[src/rtl/centroid_overlay.sv]
// rtl/centroid_overlay.sv - green-threshold mask, frame centroid and crosshair overlay
//
// Thresholds the green field of each valid pixel into a mask. Masked
// coordinates are summed over a frame; at frame_done_in the sums are divided
// by the pixel count with a serial restoring divider to produce the centroid.
// Mask, delayed pixel and crosshair hit leave together one cycle after input.
//
// Optional feature macro: CROSSHAIR_EN (crosshair_out is tied to 0 when undefined).
//
// Ports:
//   clk_in, rst_in        clock, asynchronous active-high reset
//   hcount_in, vcount_in  pixel column (0..1279) / row (0..719)
//   pixel_in, valid_in    RGB444 pixel and its qualifier
//   frame_done_in         single-cycle end-of-frame pulse
//   thresh_in             green threshold (mask when green >= thresh)
//   data_out, mask_out, crosshair_out   aligned, 1-cycle latency video outputs
//   x_out, y_out          latest centroid
//   centroid_valid_out    pulses when x_out/y_out update
//   busy_out              divider FSM not IDLE
//   overrun_out           pulses when a frame_done_in is dropped
module centroid_overlay #(
  parameter int THRESH_W = 4
) (
  input  logic                clk_in,
  input  logic                rst_in,
  input  logic [10:0]         hcount_in,
  input  logic [9:0]          vcount_in,
  input  logic [11:0]         pixel_in,
  input  logic                valid_in,
  input  logic                frame_done_in,
  input  logic [THRESH_W-1:0] thresh_in,
  output logic [11:0]         data_out,
  output logic                mask_out,
  output logic                crosshair_out,
  output logic [10:0]         x_out,
  output logic [9:0]          y_out,
  output logic                centroid_valid_out,
  output logic                busy_out,
  output logic                overrun_out
);

  typedef enum logic [1:0] {ST_IDLE, ST_DIV_X, ST_DIV_Y, ST_DONE} state_t;

  localparam int CW = (THRESH_W > 4) ? THRESH_W : 4;

  state_t      state_q;
  logic        start_q;      // snapshot taken, DIV_X begins next cycle
  logic [31:0] x_sum_q, y_sum_q;
  logic [19:0] count_q;
  logic [31:0] rem_q, quo_q, y_op_q;
  logic [19:0] div_q;
  logic [10:0] qx_q;
  logic [4:0]  step_q;
  logic [11:0] data_q;
  logic        mask_q, hit_q, cvalid_q, overrun_q;
  logic [10:0] x_q;
  logic [9:0]  y_q;

  logic        mask_d, hit_d, busy_d;
  logic [CW-1:0] green_ext, thresh_ext;
  logic [32:0] rem_sh;
  logic        ge;
  logic [31:0] rem_d, quo_d;

  assign green_ext  = CW'(pixel_in[7:4]);
  assign thresh_ext = CW'(thresh_in);
  assign mask_d     = valid_in && (green_ext >= thresh_ext);

`ifdef CROSSHAIR_EN
  assign hit_d = valid_in && ((hcount_in == x_q) || (vcount_in == y_q));
`else
  assign hit_d = 1'b0;
`endif

  // The snapshot cycle counts as busy so a second frame_done there is an overrun.
  assign busy_d = (state_q != ST_IDLE) || start_q;

  // One restoring-division step: shift in the next dividend bit, subtract if it fits.
  assign rem_sh = {rem_q, quo_q[31]};
  assign ge     = rem_sh >= {13'd0, div_q};
  assign rem_d  = ge ? 32'(rem_sh - {13'd0, div_q}) : rem_sh[31:0];
  assign quo_d  = {quo_q[30:0], ge};

  always_ff @(posedge clk_in or posedge rst_in) begin
    if (rst_in) begin
      state_q   <= ST_IDLE;
      start_q   <= 1'b0;
      x_sum_q   <= '0;
      y_sum_q   <= '0;
      count_q   <= '0;
      rem_q     <= '0;
      quo_q     <= '0;
      y_op_q    <= '0;
      div_q     <= '0;
      qx_q      <= '0;
      step_q    <= '0;
      data_q    <= '0;
      mask_q    <= 1'b0;
      hit_q     <= 1'b0;
      cvalid_q  <= 1'b0;
      overrun_q <= 1'b0;
      x_q       <= '0;
      y_q       <= '0;
    end else begin
      data_q    <= pixel_in;
      mask_q    <= mask_d;
      hit_q     <= hit_d;
      cvalid_q  <= 1'b0;
      overrun_q <= 1'b0;

      // A pixel coinciding with frame_done belongs to the new frame.
      if (frame_done_in) begin
        x_sum_q <= mask_d ? 32'(hcount_in) : 32'd0;
        y_sum_q <= mask_d ? 32'(vcount_in) : 32'd0;
        count_q <= mask_d ? 20'd1 : 20'd0;
        if (busy_d) begin
          overrun_q <= 1'b1;
        end else if (count_q != 20'd0) begin
          quo_q   <= x_sum_q;
          y_op_q  <= y_sum_q;
          div_q   <= count_q;
          rem_q   <= '0;
          start_q <= 1'b1;
        end
      end else if (mask_d) begin
        x_sum_q <= x_sum_q + 32'(hcount_in);
        y_sum_q <= y_sum_q + 32'(vcount_in);
        count_q <= count_q + 20'd1;
      end

      case (state_q)
        ST_IDLE: begin
          if (start_q) begin
            start_q <= 1'b0;
            step_q  <= '0;
            state_q <= ST_DIV_X;
          end
        end
        ST_DIV_X: begin
          step_q <= step_q + 5'd1;
          if (step_q == 5'd31) begin
            qx_q    <= quo_d[10:0];
            quo_q   <= y_op_q;
            rem_q   <= '0;
            state_q <= ST_DIV_Y;
          end else begin
            quo_q <= quo_d;
            rem_q <= rem_d;
          end
        end
        ST_DIV_Y: begin
          step_q <= step_q + 5'd1;
          quo_q  <= quo_d;
          rem_q  <= rem_d;
          if (step_q == 5'd31) state_q <= ST_DONE;
        end
        default: begin
          x_q      <= qx_q;
          y_q      <= quo_q[9:0];
          cvalid_q <= 1'b1;
          state_q  <= ST_IDLE;
        end
      endcase
    end
  end

  assign data_out           = data_q;
  assign mask_out           = mask_q;
  assign crosshair_out      = hit_q;
  assign x_out              = x_q;
  assign y_out              = y_q;
  assign centroid_valid_out = cvalid_q;
  assign busy_out           = (state_q != ST_IDLE);
  assign overrun_out        = overrun_q;

endmodule

[config.mk]
export PLATFORM = sky130hd
export DESIGN_NAME = centroid_overlay
export DESIGN_NICKNAME = d
export VERILOG_FILES = /design/src/rtl/centroid_overlay.sv
export SDC_FILE = /design/constraint.sdc
export NUM_CORES = 1
export LEC_CHECK = 0
export BUFFER_PORTS_ARGS = -buffer_cell sky130_fd_sc_hd__buf_2
export CAP_MARGIN = 10
export CELL_PAD_IN_SITES_DETAIL_PLACEMENT = 1
export CELL_PAD_IN_SITES_GLOBAL_PLACEMENT = 1
export CORE_MARGIN = 2
export CORE_UTILIZATION = 44
export DETAILED_ROUTE_END_ITERATION = 8
export GPL_TIMING_DRIVEN = 0
export HOLD_SLACK_MARGIN = 0.05
export PLACE_DENSITY_LB_ADDON = 0.3
export SLEW_MARGIN = 10
export SYNTH_ARGS = -nofsm -noshare
export SYNTH_HDL_FRONTEND = slang
export SYNTH_SLANG_ARGS = --single-unit
[constraint.sdc]
create_clock -name clk_in -period 17.1 [get_ports clk_in]
set_clock_uncertainty 0.2 [all_clocks]
set_input_delay 1.71 -clock clk_in [delete_from_list [all_inputs] [get_ports clk_in]]
set_output_delay 1.71 -clock clk_in [all_outputs]
set_load 0.02 [all_outputs]
* Word-level counts from Yosys, hierarchy flattened
Index checks and enable logic that the tools add are counted.
** Storage, ports and cells
- Flip-flop bits (word level) :: 255
- Latch bits :: 0
- RAM bits :: 0
- ROM bits :: 0
- Output and inout bits :: 38
- Memories :: 0
** Cells by class
- Add/sub/neg operators :: 5
- $mul :: 0
- Div/mod/pow operators :: 0
- $lt $le $gt $ge :: 2
- Equal/unequal tests :: 7
- Shift operators :: 0
- Multiplexer cells :: 34
- Bitwise gates (word level) :: 1
- Reductions and logical operators :: 16
** Operator list (count)
- $mux W32 :: 13
- $pmux W32 S2 :: 2
- $mux W20 :: 2
- $ge A33 B20 Y1 :: 1
- $add A32 B10 Y32 :: 1
- $add A32 B11 Y32 :: 1
- $sub A32 B20 Y32 :: 1
- $add A20 B1 Y20 const B :: 1
- $reduce_bool A20 Y1 :: 1
- $mux W11 :: 1
- $mux W10 :: 1
- $pmux W5 S2 :: 1
- $mux W1 :: 9
- $reduce_and A3 Y1 :: 3
- $mux W2 :: 3
- $ne A2 B2 Y1 const B :: 3
- $pmux W2 S3 :: 1
- $reduce_bool A2 Y1 :: 3
- $reduce_bool A3 Y1 :: 2
- $add A5 B1 Y5 const B :: 1
- $eq A5 B5 Y1 const B :: 1
- $mux W5 :: 1
- $ge A4 B4 Y1 :: 1
- $reduce_and A2 Y1 :: 2
- 9 further kinds :: 9

* Longest topological paths before layout
Gate-level depths: netlist of the first run.
- Depth after elaboration :: 6
- Gate-level depth with buffers :: 12

* Least setup slack after synthesis of the first run
No wires, ideal clock.
- Path kind :: input -> register
- From :: input port hcount_in[0]
- To :: register x_sum_q[30]
- Library setup time :: 0.125 ns
- Arrival time :: 4.115 ns
- Required time :: 16.775 ns
- Path slack :: 12.660 ns
- Stages :: 11
- Cell sequence :: ha_1 > inv_1 > fa_1 > nor2b_1 > o21ai_0 > a21oi_1 > o31ai_1 > a211oi_1 > nor2_1 > and3b_1 > mux2_2
** On the way
- Word-level cells in the longest chain between the ends :: 3
** Ends and longest elaborated chain
- start: declaration :: line 26 : input logic [10:0] hcount_in,
- $add A32 B11 Y32 :: line 126 : x_sum_q <= x_sum_q + 32'(hcount_in);
- $mux W32 :: line 125 : end else if (mask_d) begin
- $mux W32 :: line 112 : if (frame_done_in) begin
- end signal: assignment :: line 113 : x_sum_q <= mask_d ? 32'(hcount_in) : 32'd0;
- end signal: assignment :: line 126
- end: declaration :: line 48 : logic [31:0] x_sum_q, y_sum_q;
Every way passes these cells. The select of a mux whose other input is x is not followed.
A chain may end at the register's enable or synchronous reset.

* Worst setup path after layout of the first run
- From :: input port pixel_in[4]
- To :: register y_sum_q[3]
** On the way
- Word-level cells in the longest chain between the ends :: 4
- Elaborated cells between the ends (all ways) :: 5
- Those cells by class :: order compare (1); mux (2); reduce/logical (2)
** Ends and longest elaborated chain
- start: declaration :: line 28 : input logic [11:0] pixel_in,
- $ge A4 B4 Y1 * :: line 67 : assign mask_d = valid_in && (green_ext >= thresh_ext);
- $logic_and A1 B1 Y1 * :: line 67
- $mux W10 :: line 114 : y_sum_q <= mask_d ? 32'(vcount_in) : 32'd0;
- $mux W32 :: line 112
- end signal: assignment :: line 114
- end signal: assignment :: line 127 : y_sum_q <= y_sum_q + 32'(vcount_in);
- end: declaration :: line 48
Mark *: on every way between the ends. The rest lies on a longest branch, timed or not.

==> run_results.csv, run 1 <==
group,metric,value,unit
sta,fin_crit,4526,ps
clocking,clockBufferDepth,3,
critical_path,worstPathRequired,17370,ps
place,dpl.cell_count,1872,
pwr,p_per_area,90.03,nW/um2
pwr,seq_power_share,44.6,%
critical_path,crit_fanout,10,
drt,routed_wl,39280,um
sta,worstMarginPinSlew,886.4,ps
critical_path,path_buf_inv,4,
synth,syn_area,13500,um2
cells_and_area,final_cell_mix,"dfrtp_1 (255), a21oi_1 (136), nor2_1 (127)",
critical_path,path_cells,"buf_2 -> inv_1 -> ha_1 -> nand2b_1 -> a21o_1 -> a21o_1 -> a21oi_1 -> nand2b_1 -> clkbuf_1 -> clkbuf_1 -> a21oi_1 -> o21ai_0",
cells_and_area,drive_above_1_share,14.64,%
cells_and_area,final_util,50.84,%
clocking,postCtsResizedCells,0,
clocking,root_buffer,"clkbuf_16",
floorplanning,die-width,179.1,um
critical_path,crit_type,"in -> reg",
synth,synth_top_family_by_area,"simple AND/OR/NAND/NOR gates",
clocking,postCtsHoldBufs,0,
critical_path,critPathTopFamily,"compound AO/OA/AOI/OAI gates",
floorplanning,initial_core_util,44.35,%
clocking,numCtsBuffers,30,
drt,drt_iter0_drc,604,
pwr,p_leak,7.130,nW
critical_path,critPathMaxStageDelay,570,ps
clocking,clk_latency,570,ps
place,dpl.hpwl,28450,um
sta,rsz0062_at_grt,"no",
sta,fin_ws,12570,ps
pwr,clock_power_share,47.3,%
grt,antenna_found_initial,0,
grt,first_global_vias,11710,
drt,avgViaCountPerCell,5.735,
clocking,cts_tree,"done",
pwr,p_sw,0.3517,mW
grt,grt_pass1_wl,63750,um
place,io_buffers,77,
floorplanning,die_y,179.1,um
cells_and_area,antenna_cells,0,
grt,grt_max_degree,108,
synth,ys_warn_count,0,
drt,drc,0,
synth,synth_mux_area_share,7.231,%
synth,synth-seq-area-share,47.28,%
grt,grtUsageTotal,25.18,%
place,place_area,14450,um2
drt,drtAntennaViolNets,0,
cells_and_area,layout_commonest_cell,"dfrtp_1",
synth,synth_cell_types,60,
clocking,cts_setup_buffers,0,
cells_and_area,fin_area,15470,um2
critical_path,crit_arrival,4800,ps
synth,synth_fa_ha_area_share,5.358,%
synth,synth_flop_cell,"dfrtp_1",
pwr,internal_power,1.041,mW
cells_and_area,final_cells,1926,
critical_path,cp-start-kind,"input port",
critical_path,critPathCaptureType,"flop",
critical_path,cp_slowest_cell,"clkbuf_1",
sta,max_slew_margin,40.80,%
floorplanning,num_io_pins,79,
synth,synth_compound_area_share,14.75,%
status,outcome,"complete, no violations",
drt,firstDrtPassIters,6,
clocking,htree_levels,1,
pwr,power_switching_share,25.25,%
pwr,ir_worst_vdd,0.08790,mV
place,gp_congestion,0.8719,
synth,synth-simple-area-share,16.79,%
pwr,combPwrFrac,8.1,%
synth,synthArstFlopShare,100.0,%
drt,post_drt_wl_per_cell,20.39,um
synth,synthCells,1397,
synth,syn_avg_cell_area,9.661,um2
sta,max_freq,220.9,MHz
synth,synth_seq_cells,255,
clocking,numClockSinks,255,
sta,final-hold-violation-count,0,
sta,setup_viol_count_final,0,
sta,hold_ws,280.8,ps
place,pre_cts_ws,11970,ps
floorplanning,core,30430,um2
clocking,clkSlewWorstSetupHoldPaths,60,ps
floorplanning,num_rows,64,
cells_and_area,area_delta_synth_final,14.63,%
sta,tns,0,ps
pwr,p_total,1.393,mW
sta,slew_viol_final,0,
sta,period_share,26.47,%
synth,synth_xor_area_share,4.932,%
run,max-cap-violations,0,
cells_and_area,final_nets,1605,
grt,overflow,0,
synth,synth_enable_flop_cells,0,
floorplanning,dieArea,32090,um2
drt,num_vias,11050,
synth,synth_fp_nets,1494,
min_path,min_path_type,"reg -> reg",
==> cells by family (layout without fill, tap and decap cells) <==
family / Yosys count / count (layout)
DFF: 255 / 255
buffers and inverters: 127 / 260
xor gates and xnor gates: 76 / 76
adders and majority gates: 56 / 56
muxes: 88 / 88
and+or+nand+nor: 460 / 460
AOI/OAI and AO/OA: 334 / 334
other: 1 / 1
==> power by group through the flow <==
stage,registers (mW),clock network [mW],logic (mW)
5_1_grt,0.622,0.696,0.127
6_report,0.621,0.659,0.112
3_5_place_dp,0.632,0,0.113
3_3_place_gp,0.632,0,0.106
4_1_cts,0.621,0.672,0.114
2_1_floorplan,0.631,0,0.0741
==> area by class of cell <==
type	instances	area [um2]
buffer	70	276.5
clock buffer	35	819.5
clock inverter	19	206.4
fill	3486	14960
inverter	57	221.5
multi-input combinational	1015	6630
sequential	255	6381
tap	396	495.5
timing repair buffer	79	440.4
==> flip-flops by register name, summed over array words and instances (netlist names), 2 cells and up <==
name	cells
qx_q	11
y_op_q	32
step_q	5
count_q	20
div_q	20
y_sum_q	32
x_sum_q	32
x_out	11
y_out	10
quo_q	32
state_q	2
data_out	12
rem_q	32
==> layer usage <==
layer	wire [um]	share of wire, %	track usage (%)
met5	0	0	0
met4	823	2.1	6.250
met3	1756	4.5	3.605
met1	17720	45	33.97
met2	18980	48	42.69
==> path summary, 6_finish.rpt <==
check                       startpoint           to  slack, ps  depth (start not counted)
max                        pixel_in[4]   y_sum_q[3]      12570                         12
min                          div_q[14]    div_q[14]        280                          2
max reg2reg                 x_sum_q[0]  x_sum_q[30]      13510                         11
min reg2reg                  div_q[14]    div_q[14]        280                          2
max in group asynchronous       rst_in    quo_q[27]      14810                          3
min in group asynchronous       rst_in  data_out[7]        990                          2
==> tightest hold or removal path, cell delays in order, from the launching register on <==
cell and delay [ps]:
dfrtp_1 340, nand2_1 50, o21ai_0 60
==> synthesized netlist by cell type, drive strengths merged (3+ instances only) <==
library cell	count	area (um2)
and2	18	112.6
o211ai	7	52.55
o21a	4	30.03
nand4b	3	26.28
a22o	4	35.03
or3	22	147.6
nand4	18	112.6
nand3b	3	22.52
a31oi	11	68.82
o31ai	4	30.03
and3	23	143.9
ha	53	663.1
o21bai	5	37.54
a221o	15	150.1
buf	10	51.30
nand3	66	330.3
or2	3	18.77
inv	57	214.0
a21o	18	135.1
nor2	127	476.7
and4	8	70.07
nand2	102	382.9
dfrtp	255	6381
xor2	49	429.2
fa	3	60.06
a21oi	136	680.7
nor3	24	120.1
clkbuf	60	225.2
a211o	4	35.03
mux2	76	855.8
o21ai	97	485.5
mux2i	12	120.1
xnor2	27	236.5
a32oi	10	87.58
nor4	9	71.32
nor2b	10	62.56
a211oi	7	52.55
nand2b	18	112.6
o2111ai	3	26.28
(Power assumes the default switching activity.)
==> run 2: changes to the inputs <==
==> constraint.sdc (replaced) <==
create_clock -name clk_in -period 4.2 [get_ports clk_in]
set_clock_uncertainty 0.2 [all_clocks]
set_input_delay 0.42 -clock clk_in [delete_from_list [all_inputs] [get_ports clk_in]]
set_output_delay 0.42 -clock clk_in [all_outputs]
set_load 0.02 [all_outputs]
==> run_results.csv, run 2 (synthesis results as in run 1) <==
group,metric,value,unit
grt,overflow,0,
critical_path,cp-start-kind,"input port",
run,max-cap-violations,0,
status,outcome,"complete, no violations",
critical_path,crit_fanout,10,
place,gp_congestion,0.8681,
sta,final-hold-violation-count,0,
floorplanning,dieArea,32090,um2
critical_path,crit_type,"in -> reg",
pwr,p_leak,7.323,nW
sta,fin_crit,3750,ps
grt,grtUsageTotal,26.14,%
floorplanning,num_io_pins,79,
sta,max_slew_margin,41.75,%
min_path,min_path_type,"reg -> reg",
drt,avgViaCountPerCell,5.748,
grt,grt_pass1_wl,66230,um
critical_path,cp_slowest_cell,"a21oi_1",
cells_and_area,final_nets,1646,
sta,period_share,89.30,%
sta,worstMarginPinSlew,870.6,ps
clocking,clk_latency,560,ps
sta,max_freq,266.6,MHz
place,io_buffers,77,
critical_path,worstPathRequired,4460,ps
drt,firstDrtPassIters,5,
critical_path,path_cells,"dlygate4sd3_1 -> buf_2 -> inv_1 -> ha_1 -> nand2b_1 -> a21o_1 -> a21o_1 -> a21oi_1 -> nand2b_1 -> clkbuf_1 -> clkbuf_1 -> a21oi_1 -> o21ai_0",
drt,routed_wl,40830,um
critical_path,critPathCaptureType,"flop",
drt,num_vias,11290,
clocking,numClockSinks,255,
floorplanning,die-width,179.1,um
grt,antenna_found_initial,0,
critical_path,critPathMaxStageDelay,560,ps
clocking,root_buffer,"clkbuf_16",
clocking,htree_levels,1,
floorplanning,num_rows,64,
cells_and_area,final_cell_mix,"dfrtp_1 (255), a21oi_1 (136), nor2_1 (127)",
grt,grt_max_degree,39,
drt,drc,0,
place,pre_cts_ws,466.2,ps
cells_and_area,drive_above_1_share,14.09,%
drt,post_drt_wl_per_cell,20.79,um
pwr,ir_worst_vdd,0.2967,mV
clocking,clkSlewWorstSetupHoldPaths,60,ps
drt,drt_iter0_drc,611,
cells_and_area,area_delta_synth_final,17.73,%
drt,drtAntennaViolNets,0,
cells_and_area,fillCellCount,3482,
critical_path,regToRegSetupSlack,630,ps
floorplanning,die_y,179.1,um
cells_and_area,layout_commonest_cell,"dfrtp_1",
cells_and_area,final_util,52.22,%
grt,first_global_vias,12120,
critical_path,crit_arrival,4010,ps
clocking,cts_tree,"done",
sta,fin_ws,449.5,ps
clocking,cts_setup_buffers,0,
clocking,numCtsBuffers,30,
sta,slew_viol_final,0,
place,dpl.hpwl,29590,um
sta,setup_viol_count_final,0,
sta,rsz0062_at_grt,"no",
pwr,p_per_area,357.8,nW/um2
floorplanning,initial_core_util,44.35,%
cells_and_area,antenna_cells,0,
clocking,clockBufferDepth,3,
floorplanning,core,30430,um2
-- run 2: critical path: cells and delay by family --
| family | cells | cell delay (ps) |
|---|---|---|
| adder cells (fa/ha/maj) | 1 | 270 |
| AND/OR/NAND/NOR | 2 | 390 |
| buffers and inverters | 5 | 1650 |
| AO/OA/AOI/OAI | 5 | 1250 |
-- run 2: layout make-up --
cell class	count	area, um2	area share (%)
Timing Repair Buffer	120	893.4	5.622
Inverter	57	217.7	1.370
Clock buffer	44	873.3	5.496
Buffer	70	276.5	1.740
Clock inverter	7	121.4	0.7638
Multi-Input combinational cell	1015	6630	41.73
Tap cell	396	495.5	3.118
Sequential cell	255	6381	40.16
-- run 2: what timing repair did --
item,CTS,global route
hold buffers,34,0
gates resized for setup,0,0
endpoints found under the hold margin,54,0
-- run 2: metal layers --
| metal | routed length, um | global-route usage, % | vias up |
|---|---|---|---|
| li1 | - | - | 5241 |
| met1 | 18230 | 34.68 | 5759 |
| met2 | 20190 | 45.35 | 222 |
| met3 | 1634 | 3.668 | 67 |
| met4 | 769 | 5.880 | 0 |
| met5 | 0 | 0 | - |
-- run 2: per-stage QoR --
step | setup TNS, ps | cells | area, um2 | hold WS, ps | power [mW]
CTS | 0 | 1964 | 15890 | 278.6 | 5.730
global route | 0 | 1964 | 15890 | 296.3 | 5.886
global placement | -370920 | 1870 | 14380 | 263.3 | 3.006
floorplan | 0 | 1397 | 13500 | 245.3 | 2.872
finish | 0 | 1964 | 15890 | 283.3 | 5.685
detailed placement | 0 | 1879 | 14550 | 279.1 | 3.043
-- run 2: path summary, 6_finish.rpt --
kind / start / depth (start not counted) / to
setup / recovery: pixel_in[4] / 13 / y_sum_q[9]
hold / removal: div_q[1] / 2 / div_q[1]
setup reg to reg: quo_q[31] / 12 / rem_q[30]
hold reg to reg: div_q[1] / 2 / div_q[1]
max in group asynchronous: rst_in / 7 / data_out[10]
min in group asynchronous: rst_in / 3 / x_sum_q[4]
-- run 2: report_power, final --
part           internal, mW  switching [mW]
Clock                  1.61            1.05
Sequential             2.50          0.0360
Combinational         0.194           0.305
==> run 3: changes to the inputs <==
--- a/config.mk
+++ b/config.mk
@@ -13,7 +13,6 @@
 export CORE_UTILIZATION = 44
 export DETAILED_ROUTE_END_ITERATION = 8
 export GPL_TIMING_DRIVEN = 0
-export HOLD_SLACK_MARGIN = 0.05
 export PLACE_DENSITY_LB_ADDON = 0.3
 export SLEW_MARGIN = 10
 export SYNTH_ARGS = -nofsm -noshare
==> constraint.sdc (replaced) <==
create_clock -name clk_in -period 4 [get_ports clk_in]
set_clock_uncertainty 0.2 [all_clocks]
set_input_delay 0.4 -clock clk_in [delete_from_list [all_inputs] [get_ports clk_in]]
set_output_delay 0.4 -clock clk_in [all_outputs]
set_load 0.02 [all_outputs]
==> run_results.csv, run 3 (synthesis results as in run 1) <==
group,metric,value,unit
status,outcome,"complete, no violations",
critical_path,worstReg2RegEnd,"rem_q[30]",
place,dpl.hpwl,29590,um
cells_and_area,final_nets,1645,
clocking,cts_setup_buffers,0,
pwr,p_leak,7.318,nW
grt,grt_pass1_wl,66160,um
critical_path,regToRegSetupSlack,440,ps
clocking,clockBufferDepth,3,
clocking,numCtsBuffers,30,
floorplanning,num_rows,64,
place,place_area,14550,um2
sta,rsz0062_at_grt,"no",
floorplanning,core,30430,um2
clocking,clkSlewWorstSetupHoldPaths,60,ps
cells_and_area,register_area,6381,um2
sta,max_slew_margin,42.08,%
drt,num_vias,11270,
place,gp_congestion,0.8681,
grt,overflow,0,
cells_and_area,antenna_cells,0,
clocking,numClockSinks,255,
place,io_buffers,77,
drt,drtAntennaViolNets,0,
cells_and_area,fillCellCount,3481,
critical_path,critPathCaptureType,"flop",
sta,worstMarginPinSlew,865.6,ps
floorplanning,die_y,179.1,um
cells_and_area,fin_area,15880,um2
pwr,ir_worst_vdd,0.3118,mV
cells_and_area,multiInputGateArea,6630,um2
critical_path,crit_type,"in -> reg",
clocking,root_buffer,"clkbuf_16",
critical_path,cp-start-kind,"input port",
sta,period_share,93.98,%
drt,post_drt_wl_per_cell,20.73,um
clocking,cts_tree,"done",
sta,fin_crit,3759,ps
critical_path,worstPathRequired,4260,ps
drt,drt_iter0_drc,619,
clocking,htree_levels,1,
floorplanning,die-width,179.1,um
sta,final-hold-violation-count,0,
critical_path,crit_arrival,4020,ps
critical_path,worstRegToRegCells,12,
cells_and_area,layout_commonest_cell,"dfrtp_1",
drt,firstDrtPassIters,5,
sta,slew_viol_final,0,
drt,routed_wl,40700,um
floorplanning,dieArea,32090,um2
min_path,min_from,"vcount_in[1]",
cells_and_area,final_cell_mix,"dfrtp_1 (255), a21oi_1 (136), nor2_1 (127)",
critical_path,crit_fanout,10,
sta,setup_viol_count_final,0,
min_path,whs_path_depth,3,
pwr,p_total,5.966,mW
critical_path,reg2reg_from,"quo_q[31]",
clocking,postCtsResizedCells,0,
drt,drc,0,
min_path,min_to,"y_sum_q[1]",
grt,antenna_found_initial,0,
floorplanning,num_io_pins,79,
cells_and_area,area_delta_synth_final,17.65,%
grt,grt_max_degree,39,
grt,grtUsageTotal,26.07,%
pwr,p_per_area,375.7,nW/um2
clocking,clk_latency,560,ps
grt,first_global_vias,12140,
clocking,postCtsHoldBufs,33,
sta,max_freq,266.0,MHz
run,max-cap-violations,0,
drt,avgViaCountPerCell,5.741,
cells_and_area,drive_above_1_share,14.10,%
floorplanning,initial_core_util,44.35,%
min_path,min_path_type,"in -> reg",
[run 3: metal layers]
layer	vias up	part of all wire [%]	wire [um]	GRT usage, %
met5	-	0	0	0
met2	212	50	20150	45.34
li1	5246	-	-	-
met1	5750	44	18080	34.49
met3	62	4.2	1699	3.626
met4	0	1.9	771	5.948
[run 3: worst max-delay path by stage]
stage                      startpoint            endpoint  slack, ps  cells past startpoint
after floorplan                rst_in  centroid_valid_out         40                      1
after global placement         rst_in         data_out[9]      -1670                      2
after detailed placement  pixel_in[4]          y_sum_q[9]        290                     12
after CTS                 pixel_in[4]          y_sum_q[9]        300                     13
after global routing      pixel_in[4]          x_sum_q[1]         50                     13
final                     pixel_in[4]          y_sum_q[9]        240                     13
[run 3: layout make-up]
type	instances	area share (%)
buffer	70	1.741
clock buffer	44	5.500
clock inverter	7	0.7643
inverter	57	1.371
multi-input combinational	1015	41.75
sequential	255	40.19
tap	396	3.120
timing repair buffer	119	5.563
[run 3: power breakdown]
| part | internal [mW] | switching (mW) |
|---|---|---|
| Sequential | 2.62 | 0.0369 |
| Combinational | 0.204 | 0.320 |
| Clock | 1.69 | 1.10 |
| Total | 4.51 | 1.45 |
[run 3: metrics by stage]
stage	util (%)	setup TNS (ps)	std cells	worst slack (ps)	hold WS, ps
finish	52.18	0	1963	240.8	29.61
global route	52.18	0	1963	46.91	42.07
CTS	52.18	0	1963	304.9	18.93
detailed placement	47.83	0	1879	286.2	279.1
global placement	47.26	-416920	1870	-1667	263.3
floorplan	-	0	1397	42.37	231.4
[run 3: worst max-delay path: stages]
cell	delay, ps
dlygate4sd3_1	530
buf_2	110
inv_1	40
ha_1	280
nand2b_1	160
a21o_1	180
a21o_1	190
a21oi_1	570
nand2b_1	260
clkbuf_1	450
clkbuf_1	520
a21oi_1	150
o21ai_0	180
